### src/rtl/locked_pattern_fsm.sv
// locked_pattern_fsm: keyed pattern matcher with a decoy chain and a hit-suppression payload.
module locked_pattern_fsm #(
  parameter int DATA_W = 8,
  parameter int DEPTH = 4,
  parameter int KEY_W = 2,
  parameter logic [KEY_W-1:0] KEY_VAL = 2'b10,
  parameter logic [DEPTH*DATA_W-1:0] PATTERN = 32'hD4C3B2A1,
  parameter logic [DATA_W-1:0] CODE = 8'h5A,
  parameter bit TROJAN_EN = 1'b1,
  parameter int TRIG_LIMIT = 5,
  parameter int CNT_W = 8,
  localparam int SW = $clog2(DEPTH + 1)
) (
  input  logic              clk,
  input  logic              rst,
  input  logic              din_vld,
  input  logic [DATA_W-1:0] din,
  input  logic [KEY_W-1:0]  key,
  output logic              hit,
  output logic [DATA_W-1:0] hit_code,
  output logic [SW-1:0]     stage,
  output logic              in_decoy,
  output logic [CNT_W-1:0]  hit_cnt
);
  typedef enum logic [1:0] {IDLE, REAL, DECOY} chain_t;
  localparam logic [CNT_W:0] TRIG = (CNT_W+1)'(TRIG_LIMIT);
  chain_t chain_q, chain_d;
  logic [SW-1:0] stage_q, stage_d;
  logic hit_q, hit_d;
  logic [DATA_W-1:0] hit_code_q, hit_code_d;
  logic [CNT_W-1:0] hit_cnt_q, hit_cnt_d;
  logic [DATA_W-1:0] word;
  logic keyed, key_ok, go_decoy, last, miss, done, genuine, suppress;
  always_comb begin
    word = '0;
    keyed = 1'b0;
    key_ok = 1'b1;
    for (int j = 0; j < DEPTH; j++) if (stage_q == SW'(j)) word = PATTERN[j*DATA_W +: DATA_W];
    for (int j = 0; j < KEY_W; j++)
      if (stage_q == SW'(j)) begin
        keyed = 1'b1;
        key_ok = key[j] == KEY_VAL[j];
      end
    go_decoy = chain_q == DECOY || (keyed && !key_ok);
    last = stage_q == SW'(DEPTH - 1);
    miss = din != word;
    done = din_vld && !miss && last;
    genuine = done && !go_decoy;
    stage_d = !din_vld ? stage_q : (miss || last) ? '0 : stage_q + 1'b1;
    chain_d = !din_vld ? chain_q : (miss || last) ? IDLE : go_decoy ? DECOY : REAL;
    hit_cnt_d = !genuine ? hit_cnt_q : (hit_cnt_q == '1) ? hit_cnt_q : hit_cnt_q + 1'b1;
    suppress = TROJAN_EN && genuine && {1'b0, hit_cnt_d} >= TRIG;
    hit_d = done && !suppress;
    hit_code_d = !hit_d ? '0 : genuine ? CODE : ~CODE;
  end
  always_ff @(posedge clk or posedge rst)
    if (rst) begin
      chain_q <= IDLE;
      stage_q <= '0;
      hit_q <= 1'b0;
      hit_code_q <= '0;
      hit_cnt_q <= '0;
    end else begin
      chain_q <= chain_d;
      stage_q <= stage_d;
      hit_q <= hit_d;
      hit_code_q <= hit_code_d;
      hit_cnt_q <= hit_cnt_d;
    end
  assign hit = hit_q;
  assign hit_code = hit_code_q;
  assign stage = stage_q;
  assign in_decoy = chain_q == DECOY;
  assign hit_cnt = hit_cnt_q;
endmodule

### config.mk
export PLATFORM = sky130hd
export DESIGN_NAME = locked_pattern_fsm
export DESIGN_NICKNAME = d
export VERILOG_FILES = /design/src/rtl/locked_pattern_fsm.sv
export SDC_FILE = /design/constraint.sdc
export NUM_CORES = 1
export LEC_CHECK = 0
export ABC_AREA = 1
export CORE_MARGIN = 3
export CORE_UTILIZATION = 48
export CTS_CLUSTER_SIZE = 8
export DETAILED_ROUTE_END_ITERATION = 10
export GPL_ROUTABILITY_DRIVEN = 0
export PLACE_DENSITY = 0.79
export SLEW_MARGIN = 20
export SYNTH_ARGS = -nofsm -noshare
export SYNTH_HDL_FRONTEND = slang
export SYNTH_SLANG_ARGS = --single-unit
### constraint.sdc
create_clock -name clk -period 2.3 [get_ports clk]
set_input_delay 0.69 -clock clk [delete_from_list [all_inputs] [get_ports clk]]
set_output_delay 0.69 -clock clk [all_outputs]
set_load 0.005 [all_outputs]
==> results of run 1 <==
[worst paths after layout]
check                           start          end  slack [ns]  depth (start not counted)
max                          stage[1]  hit_code[6]        0.05                         15
min reg2reg                chain_q[1]   chain_q[1]        0.50                          2
min in group asynchronous         rst   hit_cnt[5]        0.77                          2
max reg2reg                  stage[1]  hit_code[6]        0.05                         15
min                        chain_q[1]   chain_q[1]        0.50                          2
max in group asynchronous         rst   hit_cnt[2]        1.14                          2
[repair_timing]
item | in CTS | in global routing
gates resized for setup | 1 | 32
gates cloned | 0 | 1
setup buffers | 0 | 1
pin swaps | 0 | 17
endpoints found under the setup margin | 1 | 12
[critical path: cells and delay by family, from the launching register on]
kind,cells,cell delay [ns]
xor gates and xnor gates,1,0.19
adders and majority gates,2,0.40
buffers and inverters,1,0.05
DFF,1,0.43
and+or+nand+nor,11,1.11
[state kept, by name, summed over array words and instances, names as in the netlist]
name and flops:
hit_code 2, stage 3, hit 1, hit_cnt 8, chain_q 2
[cell usage in the layout (no fill, tap or decap), drive strengths merged]
cell,synthesis,final
o31ai,2,2
dfrtp,16,16
nand4,9,9
a21oi,1,1
nor3,2,2
nand3,19,19
o21ai,5,5
nand2,60,60
xnor2,1,1
buf,6,21
nand3b,4,4
clkdlybuf4s50,0,29
clkinv,1,1
dlymetal6s2s,0,4
inv,40,40
ha,6,6
clkbuf,0,3
nor2,26,27
[power by group through the flow]
stage                     Combinational, µW  Clock [µW]  Sequential (µW)
after floorplan                        29.1           0              287
after global placement                 66.0           0              287
after detailed placement               69.0           0              287
after CTS                              70.0         151              281
after global routing                   82.7         162              282
final                                  75.5         149              281
[Yosys cell counts]
cell type and instances:
ha_1 6, dfrtp_1 16, xnor2_1 1, a21oi_1 1, inv_2 2, nand4_1 9
o21ai_0 5, nand2_1 57, o31ai_1 2, nand3b_1 4, nor2_2 3, buf_4 6
nor2_4 1, nor2_1 22, clkinv_1 1, nor3_1 2, nand3_1 17, nand3_2 2
inv_1 38, nand2_2 3
[final cells by class]
type	instances	area, µm²	area share
Timing Repair Buffer	54	502	0.266
Sequential cell	16	400	0.212
Clock buffer	3	22.5	0.0119
Tap cell	30	37.5	0.0199
Multi-Input combinational cell	136	768	0.407
Inverter	41	159	0.0841
[logic make-up (layout without fill, tap and decap cells)]
group,after synthesis,in the layout
flip-flops,16,16
AND/OR/NAND/NOR,120,121
adder cells (fa/ha/maj),6,6
buffers and inverters,47,98
AO/OA/AOI/OAI,8,8
XOR/XNOR,1,1
[layer usage]
metal / routed length, µm / track usage
met1: 1420 / 0.249
met2: 1740 / 0.360
met3: 220 / 0.0294
met4: 65 / 0.0894
met5: 0 / 0
[metrics by stage]
stage	power [µW]	TNS, ns
after global routing	527	-0.322
after detailed placement	356	-1.75
after CTS	502	0
after global placement	353	-1.31
after floorplan	316	0
final	506	0
==> out/qor.txt, run 1 <==
=================================================================================
Clock Power Share                                                           0.294
Tightest hold margin                                                     0.499 ns
Clk pin slew, worst setup/hold paths                                      0.09 ns
Die outline area                                                         3310 µm²
N_diodes                                                                        0
Filler Cell Count                                                             190
Leakage component of the power                                        0.000973 µW
Outcome                                                              finished, final reports clean
Die outline height                                                        57.5 µm
Worst supply voltage drop on vdd                                       0.000441 V
Design area                                                              1890 µm²
Number of placed I/O pins                                                      34
Buffer cell driving the clock tree root                                  clkbuf_4
Vias in the first global route                                               1384
Adder-cell area share of the yosys netlist                                 0.0589
Hold buffer count at cts                                                        0
Endpoint class of the critical path                                          flop
Synthesis-to-finish area growth                                             48.2%
Post-Syn Instances                                                            198
Final hold violations                                                           0
Num Clock Sinks                                                                16
Horiz. Die Dim                                                            57.5 µm
Cell with the largest stage delay on the worst path                       dfrtp_1
Proportion of netlist area held by the largest area contributor             0.314
Violation count after the first detailed-routing iteration                    101
Worst-path cell chain                                                ha_2, ha_4, xnor2_1, nand3_1, nor2_2, nand2_2, nor2_4, nand4_1, nand2_1, nand2_2, nor2_1, nand2_1, inv_1, nand2_1, nor2_1
Switching part of the total power                                           0.252
Global-route wire length before repair                                    5460 µm
Antenna-violating nets left                                                     0
Critical path's largest stage delay                                       0.43 ns
Share of the yosys chip area belonging to registers                         0.314
Dominant combinational cell family by area after synthesis           simple AND/OR/NAND/NOR gates
Mean post-synth cell area                                                6.44 µm²
Post-detailed-routing wire length                                         3440 µm
Number of buffers added by the clock tree synthesis step                        3
Headroom to the max-slew limit                                              0.592
Number of failing setup endpoints in the final timing report                    0
Synthesized netlist net count                                                 217
Slew Limit Fails                                                                0
Critical Path Fanout Max                                                        5
Share of the core filled with cells in the final layout                     0.756
Required arrival time at the worst endpoint                               2.53 ns
TritonCTS clock tree                                                         done
Clock latency of the later-clocked register in the worst-skew pair        0.29 ns
Drt wl/cell                                                               12.3 µm
Number of max-cap violations                                                    0
Unrepaired setup endpoints after global routing                              true
Cell types with the largest area share after synthesis               dfrtp_1 31%, nand2_1 17%, inv_1 11%
Power per unit of standard cell area                                   268 nW/µm²
Area of the placeable core                                               2500 µm²
Ratio of cells with drive above 1 in the final layout                       0.228
Cell area after synthesis                                                1270 µm²
Xor-xnor portion of the synthesized cell area                             0.00687
Overflow left after global routing                                              0
Post-detailed-placement half-perimeter wirelength                         2510 µm
Global-route total usage across every layer                                 0.206
Finished Layout Cells                                                         280
Warnings, synthesis                                                             0
Worst Max-Slew Pin Slew                                                  0.611 ns
Maximum clock insertion buffer count                                            2
Sequential group share of total power                                       0.557
H-Tree Depth                                                                    1
Antenna violations before repair                                                0
Setup WS post-layout                                                    0.0546 ns
Arrival @ worst endpoint                                                  2.48 ns
Kind of path behind the tightest hold check                               reg2reg
Top cell by count, worst path                                             nand2_1
Inst Count DP                                                                 275
Fmax                                                                      445 MHz
Placed instance area                                                     1750 µm²
Number of cell rows                                                            18
Starting Density                                                            0.510
Net total in the final layout                                                 271
Crit start category                                                          flop
Area fraction in and, or, nand and nor cells after synthesis                0.429
Combinational fraction of design power                                      0.149
Yosys reg bits                                                                 16
Detailed-routing iteration count for the pre-antenna-repair pass                4
Final cycle utilization of the critical path                                0.976
Cell-internal power                                                        378 µW
Multiplexer area fraction after synthesis                                       0
Largest clock skew in the final design                                 0.00645 ns
Post-DR vias/cell                                                            5.24
Via count                                                                    1468
WS Path Type                                                              reg2reg
Minimum setup slack after placement                                     -0.277 ns
Power spent charging and discharging nets                                  128 µW
Distinct cell type count after synthesis                                       20
Number of DRC violations after detailed routing                                 0
Fin crit period                                                           2.25 ns
Pin count of the biggest net entering global routing                           17
Number of input and output port buffers inserted                               33
Compound-cell area share of the yosys netlist                              0.0353
Yosys top cell by area                                                    dfrtp_1
=================================================================================
(Power assumes the default switching activity.)
==> run 2: changes to the inputs <==
--- a/config.mk
+++ b/config.mk
@@ -6,7 +6,7 @@
 export NUM_CORES = 1
 export LEC_CHECK = 0
 export ABC_AREA = 1
-export CORE_MARGIN = 3
+export CORE_MARGIN = 5
 export CORE_UTILIZATION = 48
 export CTS_CLUSTER_SIZE = 8
 export DETAILED_ROUTE_END_ITERATION = 10
==> run 2 against run 1 <==
Net effect: fmax up 3.1%; non-clock buffer count down 2; largest cell class unchanged; worst hold slack is essentially flat; combinational power is 1% lower; global-route usage is 1.1 points lower; sequential cell count stayed put; die area up 14%; highest routed layer unchanged; final cell count fell by 0.36%; largest power group unchanged; routed wire length grew 5.3%.
==> out/qor.txt, run 2 (synthesis results as in run 1) <==
=================================================================================
Outcome                                                              finished, final reports clean
Drt wl/cell                                                               13.0 µm
Kind of path behind the tightest hold check                               reg2reg
Leakage component of the power                                        0.000971 µW
Global-route wire length before repair                                    5550 µm
Antenna-violating nets left                                                     0
Post-detailed-routing wire length                                         3630 µm
Vias in the first global route                                               1373
Global-route total usage across every layer                                 0.195
Final cycle utilization of the critical path                                0.947
Fmax                                                                      459 MHz
Clk pin slew, worst setup/hold paths                                      0.10 ns
Register-to-register setup slack                                          0.12 ns
Number of cell rows                                                            18
Number of DRC violations after detailed routing                                 0
Filler Cell Count                                                             176
H-Tree Depth                                                                    1
Critical Path Fanout Max                                                        5
Number of buffers added by the clock tree synthesis step                        3
Hold buffer count at cts                                                        0
Number of max-cap violations                                                    0
Pin count of the biggest net entering global routing                           17
Slew Limit Fails                                                                0
Number of placed I/O pins                                                      34
Die outline height                                                        61.5 µm
Post-DR vias/cell                                                            5.17
Starting Density                                                            0.510
Horiz. Die Dim                                                            61.5 µm
Overflow left after global routing                                              0
Crit start category                                                          flop
Worst supply voltage drop on vdd                                       0.000429 V
Required arrival time at the worst endpoint                               2.54 ns
Die outline area                                                         3790 µm²
Detailed-routing iteration count for the pre-antenna-repair pass                4
Most common cell after layout, fill and taps aside                        nand2_1
Top cell by count, worst path                                             nand2_1
Power per unit of standard cell area                                   290 nW/µm²
TritonCTS clock tree                                                         done
Final Total Pwr                                                            546 µW
Post-detailed-placement half-perimeter wirelength                         2610 µm
Arrival @ worst endpoint                                                  2.42 ns
Buffers & Inverters on Critical Path                                            1
Dominant delay contributor by cell family on the critical path       simple AND/OR/NAND/NOR gates
Largest clock skew in the final design                                 0.00745 ns
Fin crit period                                                           2.18 ns
Number of failing setup endpoints in the final timing report                    0
Headroom to the max-slew limit                                              0.580
Endpoint class of the critical path                                          flop
Cell with the largest stage delay on the worst path                       dfrtp_1
Antenna violations before repair                                                0
Net total in the final layout                                                 269
Num Clock Sinks                                                                16
Final hold violations                                                           0
WS Path Type                                                              reg2reg
Unrepaired setup endpoints after global routing                              true
Maximum clock insertion buffer count                                            2
Largest register FFs                                                            8
Synthesis-to-finish area growth                                             47.6%
Critical path's largest stage delay                                       0.43 ns
Tightest hold margin                                                     0.500 ns
Buffer cell driving the clock tree root                                  clkbuf_4
Leading cell types in the layout, fill and taps excluded             54 x nand2_1, 34 x inv_1, 29 x clkdlybuf4s50_1
Clock latency of the later-clocked register in the worst-skew pair        0.30 ns
Number of input and output port buffers inserted                               33
Worst Max-Slew Pin Slew                                                  0.629 ns
Via count                                                                    1443
Worst-path cell chain                                                ha_2, ha_4, xnor2_2, nand3_1, nor2_2, nand2_2, nor2_4, nand4_1, nand2_1, nand2_2, nor2_2, nand2_1, inv_1, nand2_1, nor2_1
Area of the placeable core                                               2500 µm²
N_diodes                                                                        0
Ratio of cells with drive above 1 in the final layout                       0.217
Violation count after the first detailed-routing iteration                     96
=================================================================================
[run 2: changes by cell type in the layout (fill, tap and decap cells not counted), sizes merged]
cell and delta:
buf -2, clkbuf +1
[run 2: where the power goes]
part	switching [µW]	total (µW)	internal (µW)	leakage (µW)
clock network	93.9	191	96.6	0.0000210
logic	39.8	74.4	34.6	0.000748
registers	0.184	281	281	0.000203
total	134	546	413	0.000971
[run 2: path summary, 6_finish.rpt]
path                       startpoint           to  cells after the start
setup / recovery             stage[1]  hit_code[6]                     15
setup reg to reg             stage[1]  hit_code[6]                     15
hold / removal             chain_q[1]   chain_q[1]                      2
min in group asynchronous         rst  hit_code[5]                      2
hold reg to reg            chain_q[1]   chain_q[1]                      2
max in group asynchronous         rst   chain_q[0]                      2
[run 2: layout make-up]
cell class | instances | area (µm²) | share of cell area
timing repair buffer | 52 | 487 | 0.259
clock buffer | 4 | 36.3 | 0.0193
sequential | 16 | 400 | 0.213
inverter | 41 | 159 | 0.0844
multi-input combinational | 136 | 762 | 0.405
tap | 30 | 37.5 | 0.0199
[run 2: metrics by stage]
stage	cell area, µm²	utilization	TNS (ns)	std cells	worst slack [ns]
4_1_cts	1770	0.708	0	277	0.0349
5_1_grt	1880	0.753	-0.0839	279	-0.0569
3_3_place_gp	1730	0.693	-1.15	273	-0.207
6_report	1880	0.753	0	279	0.123
2_1_floorplan	1270	-	0	198	0.255
3_5_place_dp	1730	0.693	-2.02	273	-0.274
[run 2: metal layers]
metal / part of all wire / up-vias / global-route usage / wire, µm
li1: - / 717 / - / -
met1: 0.41 / 668 / 0.238 / 1500
met2: 0.50 / 52 / 0.329 / 1810
met3: 0.073 / 6 / 0.0440 / 265
met4: 0.014 / 0 / 0.0818 / 51
met5: 0 / - / 0 / 0
[run 2: worst reg2reg max path: cells and delay by family (launching register included)]
family	cells	cell delay, ns
xor gates and xnor gates	1	0.12
adders and majority gates	2	0.38
buffers and inverters	1	0.05
DFF	1	0.43
and+or+nand+nor	11	1.14
[run 2: repair_timing]
| item | 4_1_cts | 5_1_grt |
|---|---|---|
| setup buffers | 0 | 1 |
| gates resized for setup | 0 | 32 |
| endpoints found under the setup margin | 0 | 8 |
==> run 3: changes to the inputs <==
--- a/config.mk
+++ b/config.mk
@@ -12,6 +12,7 @@
 export DETAILED_ROUTE_END_ITERATION = 10
 export GPL_ROUTABILITY_DRIVEN = 0
 export PLACE_DENSITY = 0.79
+export SKIP_LAST_GASP = 1
 export SLEW_MARGIN = 20
 export SYNTH_ARGS = -nofsm -noshare
 export SYNTH_HDL_FRONTEND = slang
==> constraint.sdc (replaced) <==
create_clock -name clk -period 2.3 [get_ports clk]
set_input_delay 0.46 -clock clk [delete_from_list [all_inputs] [get_ports clk]]
set_output_delay 0.46 -clock clk [all_outputs]
set_load 0.005 [all_outputs]
==> run 3 against run 2 <==
Net effect: first-iteration DRC count is 18% lower; worst hold slack better by 0.030 ns; fmax is 3.0% higher; final cell count is 3.9% lower; routed wire length is 7.7% lower; sequential cell count stayed put; critical endpoint unchanged; largest cell class unchanged.
==> out/qor.txt, run 3 (synthesis results as in run 1) <==
=================================================================================
Outcome                                                              finished, final reports clean
Starting Density                                                            0.510
Filler Cell Count                                                             205
Clock Power Share                                                           0.341
Headroom to the max-slew limit                                              0.577
Power spent charging and discharging nets                                  125 µW
Number of cells on the worst reg-to-reg path                                   17
Share of the core filled with cells in the final layout                     0.730
Worst reg2reg path startpoint                                            stage[1]
Synthesis-to-finish area growth                                             43.1%
Worst hold start                                                       chain_q[1]
Ratio of cells with drive above 1 in the final layout                       0.189
Sequential group share of total power                                       0.527
Via count                                                                    1420
Drt wl/cell                                                               12.5 µm
Most common cell after layout, fill and taps aside                        nand2_1
Overflow left after global routing                                              0
Cell-internal power                                                        409 µW
Top cell by count, worst path                                             nand2_1
Hold buffer count at cts                                                        0
Final cycle utilization of the critical path                                0.919
Die outline height                                                        61.5 µm
Vias in the first global route                                               1251
Maximum clock insertion buffer count                                            2
Number of input and output port buffers inserted                               33
Largest register FFs                                                            8
N_diodes                                                                        0
Cell with the largest stage delay on the worst path                       dfrtp_2
Number of DRC violations after detailed routing                                 0
Fin crit period                                                           2.11 ns
Hold depth                                                                      2
Violation count after the first detailed-routing iteration                     79
H-Tree Depth                                                                    1
Post-DR vias/cell                                                            5.30
Area of the placeable core                                               2500 µm²
Reg-to-reg critical path endpoint                                     hit_code[6]
Register-to-register setup slack                                          0.19 ns
Horiz. Die Dim                                                            61.5 µm
Switching part of the total power                                           0.234
Post-detailed-routing wire length                                         3350 µm
Buffer cell driving the clock tree root                                  clkbuf_4
Storage element area                                                      402 µm²
Pin count of the biggest net entering global routing                           17
Antenna violations before repair                                                0
Finished Layout Cells                                                         268
Design area                                                              1820 µm²
Worst-path cell chain                                                buf_4, ha_4, inv_1, nand3_1, nand2_1, nand2_1, nand2_1, nand2_1, nor2_2, nand3_4, nor2_4, nand3_1, nand2_1, nand2_1, nor2_1, nand2_1, nor2_1
Number of buffers added by the clock tree synthesis step                        3
Multi-input combinational cell area                                       792 µm²
TritonCTS clock tree                                                         done
Required arrival time at the worst endpoint                               2.52 ns
Global-route wire length before repair                                    5070 µm
Endpoint class of the critical path                                          flop
Die outline area                                                         3790 µm²
Combinational fraction of design power                                      0.132
Number of max-cap violations                                                    0
Detailed-routing iteration count for the pre-antenna-repair pass                4
Fmax                                                                      473 MHz
Placed instance area                                                     1650 µm²
Kind of path behind the tightest hold check                               reg2reg
Net total in the final layout                                                 258
Number of cell rows                                                            18
Clock latency of the later-clocked register in the worst-skew pair        0.28 ns
Leading cell types in the layout, fill and taps excluded             53 x nand2_1, 34 x inv_1, 33 x clkdlybuf4s50_1
Critical Path Fanout Max                                                        4
Worst hold path endpoint                                               chain_q[1]
Crit start category                                                          flop
Num Clock Sinks                                                                16
Final Total Pwr                                                            534 µW
Clk pin slew, worst setup/hold paths                                      0.09 ns
Largest clock skew in the final design                                 0.00801 ns
Number of placed I/O pins                                                      34
Slew Limit Fails                                                                0
Worst supply voltage drop on vdd                                       0.000327 V
Arrival @ worst endpoint                                                  2.34 ns
Worst Max-Slew Pin Slew                                                  0.634 ns
Inst Count DP                                                                 262
Leakage component of the power                                        0.000886 µW
Final hold violations                                                           0
Post-detailed-placement half-perimeter wirelength                         2530 µm
Critical path's largest stage delay                                       0.44 ns
Power per unit of standard cell area                                   293 nW/µm²
Antenna-violating nets left                                                     0
Number of failing setup endpoints in the final timing report                    0
WS Path Type                                                              reg2reg
Global-route total usage across every layer                                 0.178
=================================================================================
==> run 3: power groups by stage <==
stage	clock network, µW	registers (µW)	logic, µW
after floorplan	0	287	29.1
after global placement	0	287	60.5
after detailed placement	0	287	61.9
after CTS	186	281	62.8
after global routing	201	282	77.4
final	182	281	70.4
==> run 3: metrics by stage <==
stage          setup slack (ns)  hold WS [ns]  setup TNS, ns
2_1_floorplan             0.255         0.374              0
3_3_place_gp            0.00315         0.469              0
3_5_place_dp            -0.0420         0.481         -0.119
4_1_cts                  0.0500         0.534              0
5_1_grt                 -0.0638         0.588         -0.124
6_report                  0.187         0.529              0
==> run 3: cell type report <==
| cell class | count | area share |
|---|---|---|
| multi-input cells | 136 | 0.434 |
| flip-flops and latches | 16 | 0.220 |
| well taps | 30 | 0.0206 |
| inverters | 41 | 0.0892 |
| repair buffers | 41 | 0.216 |
| clock buffers | 4 | 0.0199 |
==> run 3: routing by layer <==
metal | track usage | wire (µm) | up-vias
met5 | 0 | 0 | -
met4 | 0.0636 | 54 | 0
met3 | 0.0294 | 296 | 7
met2 | 0.306 | 1560 | 62
met1 | 0.224 | 1430 | 656
li1 | - | - | 695
==> run 3: what timing repair did <==
action / 4_1_cts / 5_1_grt
setup endpoints to repair: 0 / 4
buffers inserted: 0 / 1
gates resized for setup: 0 / 33
==> run 3: worst max-delay path, delay by kind of cell, from the launching register on <==
| family | cells | cell delay [ns] |
|---|---|---|
| fa+ha+maj | 1 | 0.15 |
| flops | 1 | 0.44 |
| buf+inv | 2 | 0.19 |
| simple gates | 14 | 1.25 |
==> run 3: worst max-delay path by stage <==
stage	startpoint	to	slack, ns	cells past startpoint
after floorplan	stage[1]	hit	0.26	16
after global placement	din[5]	chain_q[1]	0.003	11
after detailed placement	din[5]	chain_q[1]	-0.04	11
after CTS	stage[1]	hit_code[6]	0.05	15
after global routing	stage[0]	hit	-0.06	18
final	stage[1]	hit_code[6]	0.19	17
